--- config.mk ---
export PLATFORM = sky130hd
export DESIGN_NAME = sram_port_arbiter
export DESIGN_NICKNAME = d
export VERILOG_FILES = /design/src/rtl/sram_port_arbiter.sv
export SDC_FILE = /design/constraint.sdc
export NUM_CORES = 1
export LEC_CHECK = 0
export CORE_ASPECT_RATIO = 0.5
export CORE_MARGIN = 5
export CORE_UTILIZATION = 17
export DETAILED_ROUTE_END_ITERATION = 8
export PLACE_DENSITY = 0.81
export SLEW_MARGIN = 20
export SYNTH_ARGS = -nofsm -noshare
export SYNTH_HDL_FRONTEND = slang
export SYNTH_SLANG_ARGS = --single-unit
--- constraint.sdc ---
create_clock -name clk -period 1.4 [get_ports clk]
set_input_delay 0.35 -clock clk [delete_from_list [all_inputs] [get_ports clk]]
set_output_delay 0.35 -clock clk [all_outputs]
set_load 0.01 [all_outputs]
--- src/rtl/sram_port_arbiter.sv ---
// Arbitrates one single-port SRAM between instruction fetch and data access.
// Data wins conflicts; a starvation guard forces IF after STARVE_LIMIT losses.
module sram_port_arbiter #(
  parameter int STARVE_LIMIT = 4,
  parameter int CNT_W        = 4
) (
  input  logic        clk,
  input  logic        reset,
  input  logic        if_req,
  input  logic [31:0] if_addr,
  input  logic        if_kill,
  output logic        if_gnt,
  output logic        if_rvalid,
  output logic [31:0] if_rdata,
  input  logic        mem_req,
  input  logic        mem_we,
  input  logic [31:0] mem_addr,
  input  logic [31:0] mem_wdata,
  input  logic [2:0]  mem_mode,
  input  logic        mem_us,
  output logic        mem_gnt,
  output logic        mem_rvalid,
  output logic [31:0] mem_rdata,
  output logic        ram_en,
  output logic        ram_we,
  output logic [31:0] ram_addr,
  output logic [31:0] ram_wdata,
  output logic [2:0]  ram_mode,
  output logic        ram_us,
  input  logic [31:0] ram_rdata
);

  typedef enum logic {
    PRI_MEM = 1'b0,
    PRI_IF  = 1'b1
  } state_e;

  localparam logic [CNT_W-1:0] LIMIT = CNT_W'(STARVE_LIMIT);
  localparam logic [2:0] MODE_WORD = 3'b010;

  state_e           state_q, state_d;
  logic [CNT_W-1:0] cnt_q, cnt_d;
  logic             tag_vld_q, tag_vld_d;
  logic             tag_if_q, tag_if_d;

  logic if_elig;
  logic mem_elig;

  // Reset low also masks requests so every output is 0 while held in reset.
  always_comb begin
    if_elig  = reset & if_req & ~if_kill;
    mem_elig = reset & mem_req;
    if_gnt   = if_elig & (~mem_elig | (state_q == PRI_IF));
    mem_gnt  = mem_elig & ~if_gnt;
  end

  always_comb begin
    ram_en    = if_gnt | mem_gnt;
    ram_we    = 1'b0;
    ram_addr  = '0;
    ram_wdata = '0;
    ram_mode  = '0;
    ram_us    = 1'b0;
    unique case (1'b1)
      if_gnt: begin
        ram_addr = if_addr;
        ram_mode = MODE_WORD;
      end
      mem_gnt: begin
        ram_we    = mem_we;
        ram_addr  = mem_addr;
        ram_wdata = mem_wdata;
        ram_mode  = mem_mode;
        ram_us    = mem_us;
      end
      default: ;
    endcase
  end

  always_comb begin
    cnt_d   = '0;
    state_d = state_q;
    if (if_elig & mem_gnt) begin
      cnt_d = (cnt_q >= LIMIT) ? LIMIT : cnt_q + 1'b1;
    end
    unique case (state_q)
      PRI_MEM: begin
        if (cnt_d == LIMIT) state_d = PRI_IF;
      end
      PRI_IF: begin
        if (if_gnt | ~if_elig) begin
          state_d = PRI_MEM;
          cnt_d   = '0;
        end
      end
      default: state_d = PRI_MEM;
    endcase
  end

  always_comb begin
    tag_vld_d = if_gnt | (mem_gnt & ~mem_we);
    tag_if_d  = if_gnt;
  end

  always_ff @(posedge clk or negedge reset) begin
    if (!reset) begin
      state_q   <= PRI_MEM;
      cnt_q     <= '0;
      tag_vld_q <= 1'b0;
      tag_if_q  <= 1'b0;
    end else begin
      state_q   <= state_d;
      cnt_q     <= cnt_d;
      tag_vld_q <= tag_vld_d;
      tag_if_q  <= tag_if_d;
    end
  end

  // Read data is a pass-through of the RAM port, steered by the tag.
  always_comb begin
    if_rvalid  = tag_vld_q & tag_if_q & ~if_kill;
    mem_rvalid = tag_vld_q & ~tag_if_q;
    if_rdata   = if_rvalid ? ram_rdata : '0;
    mem_rdata  = mem_rvalid ? ram_rdata : '0;
  end

endmodule

# Yosys cells after proc, flatten, opt, wreduce, memory -nomap -nowiden
# Index checks and enable logic that the tools add are counted.
[totals]
ff_bits = 7
inputBits = 138
output_inout_bits = 138
elab_cells = 42
[op_classes]
n_addsub = 1
order_cmp = 1
eq_ne = 1
muxes = 14
bitwise_logic = 21
[ops]
columns = ["operator", "n"]
rows = [
  ["$mux W32", 3],
  ["$pmux W32 S2", 1],
  ["$mux W4", 4],
  ["$and A1 B1 Y1", 10],
  ["$not A1 Y1", 7],
  ["$pmux W3 S2", 1],
  ["$add A4 B1 Y4 const B", 1],
  ["$eq A4 B3 Y1 const B", 1],
  ["$ge A4 B3 Y1 const B", 1],
  ["$mux W1", 4],
  ["$or A1 B1 Y1", 4],
  ["$pmux W1 S2", 1],
]

# Logic depth before layout (Yosys ltp)
# Gate-level depths: netlist of run 1.
[depth]
ltp_word = 11
depth_mapped = 5

# Worst setup path after synthesis of run 1
# OpenSTA, ideal clock, no wires.
[synth_path]
path_kind = "reg-to-output"
start = "register state_q"
end = "output ram_mode[1]"
t_arrival_ns = 1.173
t_required_ns = 1.050
setup_slack_ns = -0.123
path_stages_with_launch = 6
path_buffers = 2
cell_sequence = "dfrtp_1 nand2b_1 and3_1 buf_6 buf_6 a31o_1"
[synth_between]
elab_chain_cells = 5
[synth_lines]
columns = ["element", "line", "source"]
rows = [
  ["from (decl)", "41", "state_e state_q, state_d;"],
  ["from (signal assigned)", "112", "state_q <= state_d;"],
  ["$or A1 B1 Y1 (*)", "53", "if_gnt = if_elig & (~mem_elig | (state_q == PRI_IF));"],
  ["$and A1 B1 Y1 (*)", "53", ""],
  ["via if_gnt", "12", "output logic if_gnt,"],
  ["$not A1 Y1", "54", "mem_gnt = mem_elig & ~if_gnt;"],
  ["$and A1 B1 Y1", "54", ""],
  ["$pmux W3 S2 (*)", "64", "unique case (1'b1)"],
  ["to (decl)", "28", "output logic [2:0] ram_mode,"],
]
# Mark *: on every way through the listed nets, which the timed path passes. The rest lies on a longest branch.

# Worst setup path after layout of run 1
[layout_path]
start = "register state_q"
end = "output ram_addr[12]"
[layout_between]
elab_chain_cells = 5
[layout_lines]
columns = ["element", "line", "source"]
rows = [
  ["$or A1 B1 Y1 (*)", "53", ""],
  ["$and A1 B1 Y1 (*)", "53", ""],
  ["$not A1 Y1", "54", ""],
  ["$and A1 B1 Y1", "54", ""],
  ["$pmux W32 S2 (*)", "64", ""],
  ["to (decl)", "26", "output logic [31:0] ram_addr,"],
]
# Every way passes the cells marked *; elsewhere a longest branch is shown, timed or not.

==> results.sh, run 1 <==
export IMPL_drt_iter0_drc=92
export IMPL_power_density_mw_per_mm2=378
export IMPL_htree_levels=1
export IMPL_fin_util_pct=67.9
export IMPL_use_met2_pct=40.3
export IMPL_dp_hpwl_mm=8.00
export IMPL_synthArstFlopShare_pct=100
export IMPL_crit_path_start_kind="flop"
export IMPL_wirelength_mm=11.9
export IMPL_drive_gt1_share_pct=57.6
export IMPL_grt_pass1_wl_mm=15.7
export IMPL_area_growth_pct=279
export IMPL_ir_worst_vdd_uv=447
export IMPL_grt_use_met3_pct=2.75
export IMPL_met1_usage_pct=24.3
export IMPL_crit_path_max_fanout=7
export IMPL_overflow=0
export IMPL_finalHoldViolations=0
export IMPL_post_synth_top_count_cell="and2_1"
export IMPL_cap_violations=0
export IMPL_status="complete, but fails checks"
export IMPL_nNetsFinal=642
export IMPL_finalMaxSlewViolations=0
export IMPL_synthTopCellsByArea="and2_1 47%, a22o_1 21%, dfrtp_1 13%, buf_6 4.2%, clkbuf_1 2.0%"
export IMPL_reg2reg_slack_ps=40
export IMPL_critPathKind="reg -> out"
export IMPL_p_total_mw=1.93
export IMPL_sequentialPowerShare_pct=11.1
export IMPL_route_detailed_drc=0
export IMPL_die_w_um=136
export IMPL_die_area_mm2=0.00990
export IMPL_synth_main_ff_cell="dfrtp_1"
export IMPL_cts_tree="yes"
export IMPL_period_needed_ps=1970
export IMPL_finClkSkew_ps=5.83
export IMPL_p_int_mw=1.40
export IMPL_firstDrtPassIters=4
export IMPL_yosys_warnings=0
export IMPL_synth_sequential_area_ratio_pct=13.0
export IMPL_netSwitchingFraction_pct=27.3
export IMPL_io_pins=276
export IMPL_netlist_area_mm2=0.00135
export IMPL_critPathCaptureType="primary output"
export IMPL_clockBufferDepth=2
export IMPL_reg2reg_to="tag_vld_q"
export IMPL_vias=2593
export IMPL_violations="setup timing"
export IMPL_cts_sinks=7
export IMPL_power_leakage_nw=2.49
export IMPL_reg2reg_depth=6
export IMPL_grt_max_degree=34
export IMPL_cts_hold_buffers=0
export IMPL_timing_final_crit_share_pct=141
export IMPL_final_antenna_net_count=0
export IMPL_viasPerCell=4.25
export IMPL_io_buffers=275
export IMPL_placement_rows=22
export IMPL_diodes=0
export IMPL_place_ws_ps=-1160
export IMPL_cp_required_ps=1050
export IMPL_grt_pass1_vias=2662
export IMPL_rsz0062_at_grt="yes"
export IMPL_clk_latency_ps=230
export IMPL_start_util_pct=17.9
export IMPL_finalSetupViolations=138
export IMPL_synthTopCellsByCount="100 x and2_1, 32 x a22o_1, 7 x clkbuf_1, 7 x dfrtp_1, 5 x buf_6"
export IMPL_numCtsBuffers=3
export IMPL_synth_edff_count=0
export IMPL_pwr_share_comb_pct=63.4
export IMPL_yosys_area_top_type="and2_1"
export IMPL_rr_startpoint="state_q"
export IMPL_antenna_found_initial=0
export IMPL_path_clk_slew_ps=40
export IMPL_finalSetupTns_ps=-50560
export IMPL_worst_endpoint_arrival_ps=1620
export IMPL_syn_inst=178
export IMPL_yosysTopAreaCellShare_pct=46.5
export IMPL_die_h_um=72.9
export IMPL_power_net_switching_mw=0.527
export IMPL_synth_fp_nets=317
export IMPL_grt_usage_pct=20.6
export IMPL_ys_types=25
export IMPL_gp_congestion=0.802
export IMPL_min_path_type="in -> async"
export IMPL_ys_seq_elements=7
export IMPL_clkPwrFrac_pct=25.5
export IMPL_setup_ws_ps=-573
export IMPL_core_region_area_mm2=0.00751
export IMPL_max_freq_ghz=0.507
export IMPL_avgSynthCellArea_um2=7.56
export IMPL_routedWlPerCell_um=19.4
export IMPL_cts_root_buf="clkbuf_16"
export IMPL_grt_busiest_layer="met2"
==> metal layers <==
layer,routed length [um],part of all wire [%],vias up
met5,0,0,-
li1,-,-,1256
met3,714,6.0,12
met2,6520,55,104
met1,4420,37,1221
met4,199,1.7,0
==> worst max path at each step <==
stage               startpoint            to  slack, ps
CTS                    state_q   ram_addr[0]       -610
finish                 state_q  ram_addr[12]       -570
detailed placement      if_req   ram_addr[0]      -1160
floorplan              state_q   ram_mode[1]        -90
global placement        if_req   ram_addr[0]      -1180
global route           state_q  ram_addr[12]       -610
==> final cells by class <==
class / count / area [um^2]
timing repair buffer: 337 / 3410
multi-input combinational: 154 / 1310
sequential: 7 / 175
tap: 108 / 135
clock buffer: 4 / 78.8
fill: 596 / 2410
==> registers in the layout, indices dropped and copies added, names as in the netlist <==
| signal | count |
|---|---|
| cnt_q | 4 |
| tag_if_q | 1 |
| state_q | 1 |
| tag_vld_q | 1 |
==> power by group through the flow <==
stage | Combinational [mW] | Sequential, mW | Clock [mW]
6_report | 1.22 | 0.214 | 0.492
5_1_grt | 1.28 | 0.215 | 0.514
4_1_cts | 1.09 | 0.213 | 0.493
3_5_place_dp | 0.989 | 0.215 | 0
3_3_place_gp | 0.981 | 0.215 | 0
2_1_floorplan | 0.267 | 0.215 | 0
==> critical path, cell delays in order (launching register included) <==
cell and delay [ps]:
dfrtp_1 390, buf_6 130, a21oi_4 160, buf_12 140
buf_12 120, buf_16 120, a22o_1 190, buf_6 130
==> cell families after synthesis <==
| family | synth area share [%] |
|---|---|
| compound gates | 24.2 |
| fa+ha+maj | 0.930 |
| buf+inv | 8.19 |
| flops | 13.0 |
| other cells | 0.279 |
| simple gates | 53.4 |
==> through the flow <==
stage	area [um^2]	std cells	hold slack [ps]
2_1_floorplan	1380	178	54.4
4_1_cts	4610	597	205
3_3_place_gp	4270	555	459
6_report	5100	610	202
5_1_grt	5100	610	226
3_5_place_dp	4270	555	469
==> cells in the final DEF (no fill, tap or decap) <==
cell and instances:
a21oi_1 1, a21oi_4 1, a22o_1 29, a22o_4 3
a31o_1 1, and2_1 30, and2_4 70, and3_4 1
buf_12 6, buf_16 6, buf_2 55, buf_4 14
buf_6 117, buf_8 2, clkbuf_1 1, clkbuf_16 5
clkbuf_2 1, clkdlybuf4s15_1 1, clkdlybuf4s50_1 133, conb_1 1
dfrtp_1 7, ha_1 1, nand2_1 1, nand2_2 2
nand2b_4 1, nand3b_1 1, nor2_1 3, nor2_4 1
nor2b_4 2, nor3_1 1, nor4_2 1, o21a_1 1
o21bai_4 1, or3b_1 1
==> repair_timing <==
action,in CTS,in global routing
buffers inserted,27,18
pin swaps,13,64
endpoints found under the setup margin,143,139
gates resized for setup,512,275
cloned,11,5
(Power assumes the default switching activity.)
==> run 2: changes to the inputs <==
- CAP_MARGIN: default -> 10
==> results of run 2 <==
No change in the layout: final DEF, timing and power equal those of run 1.
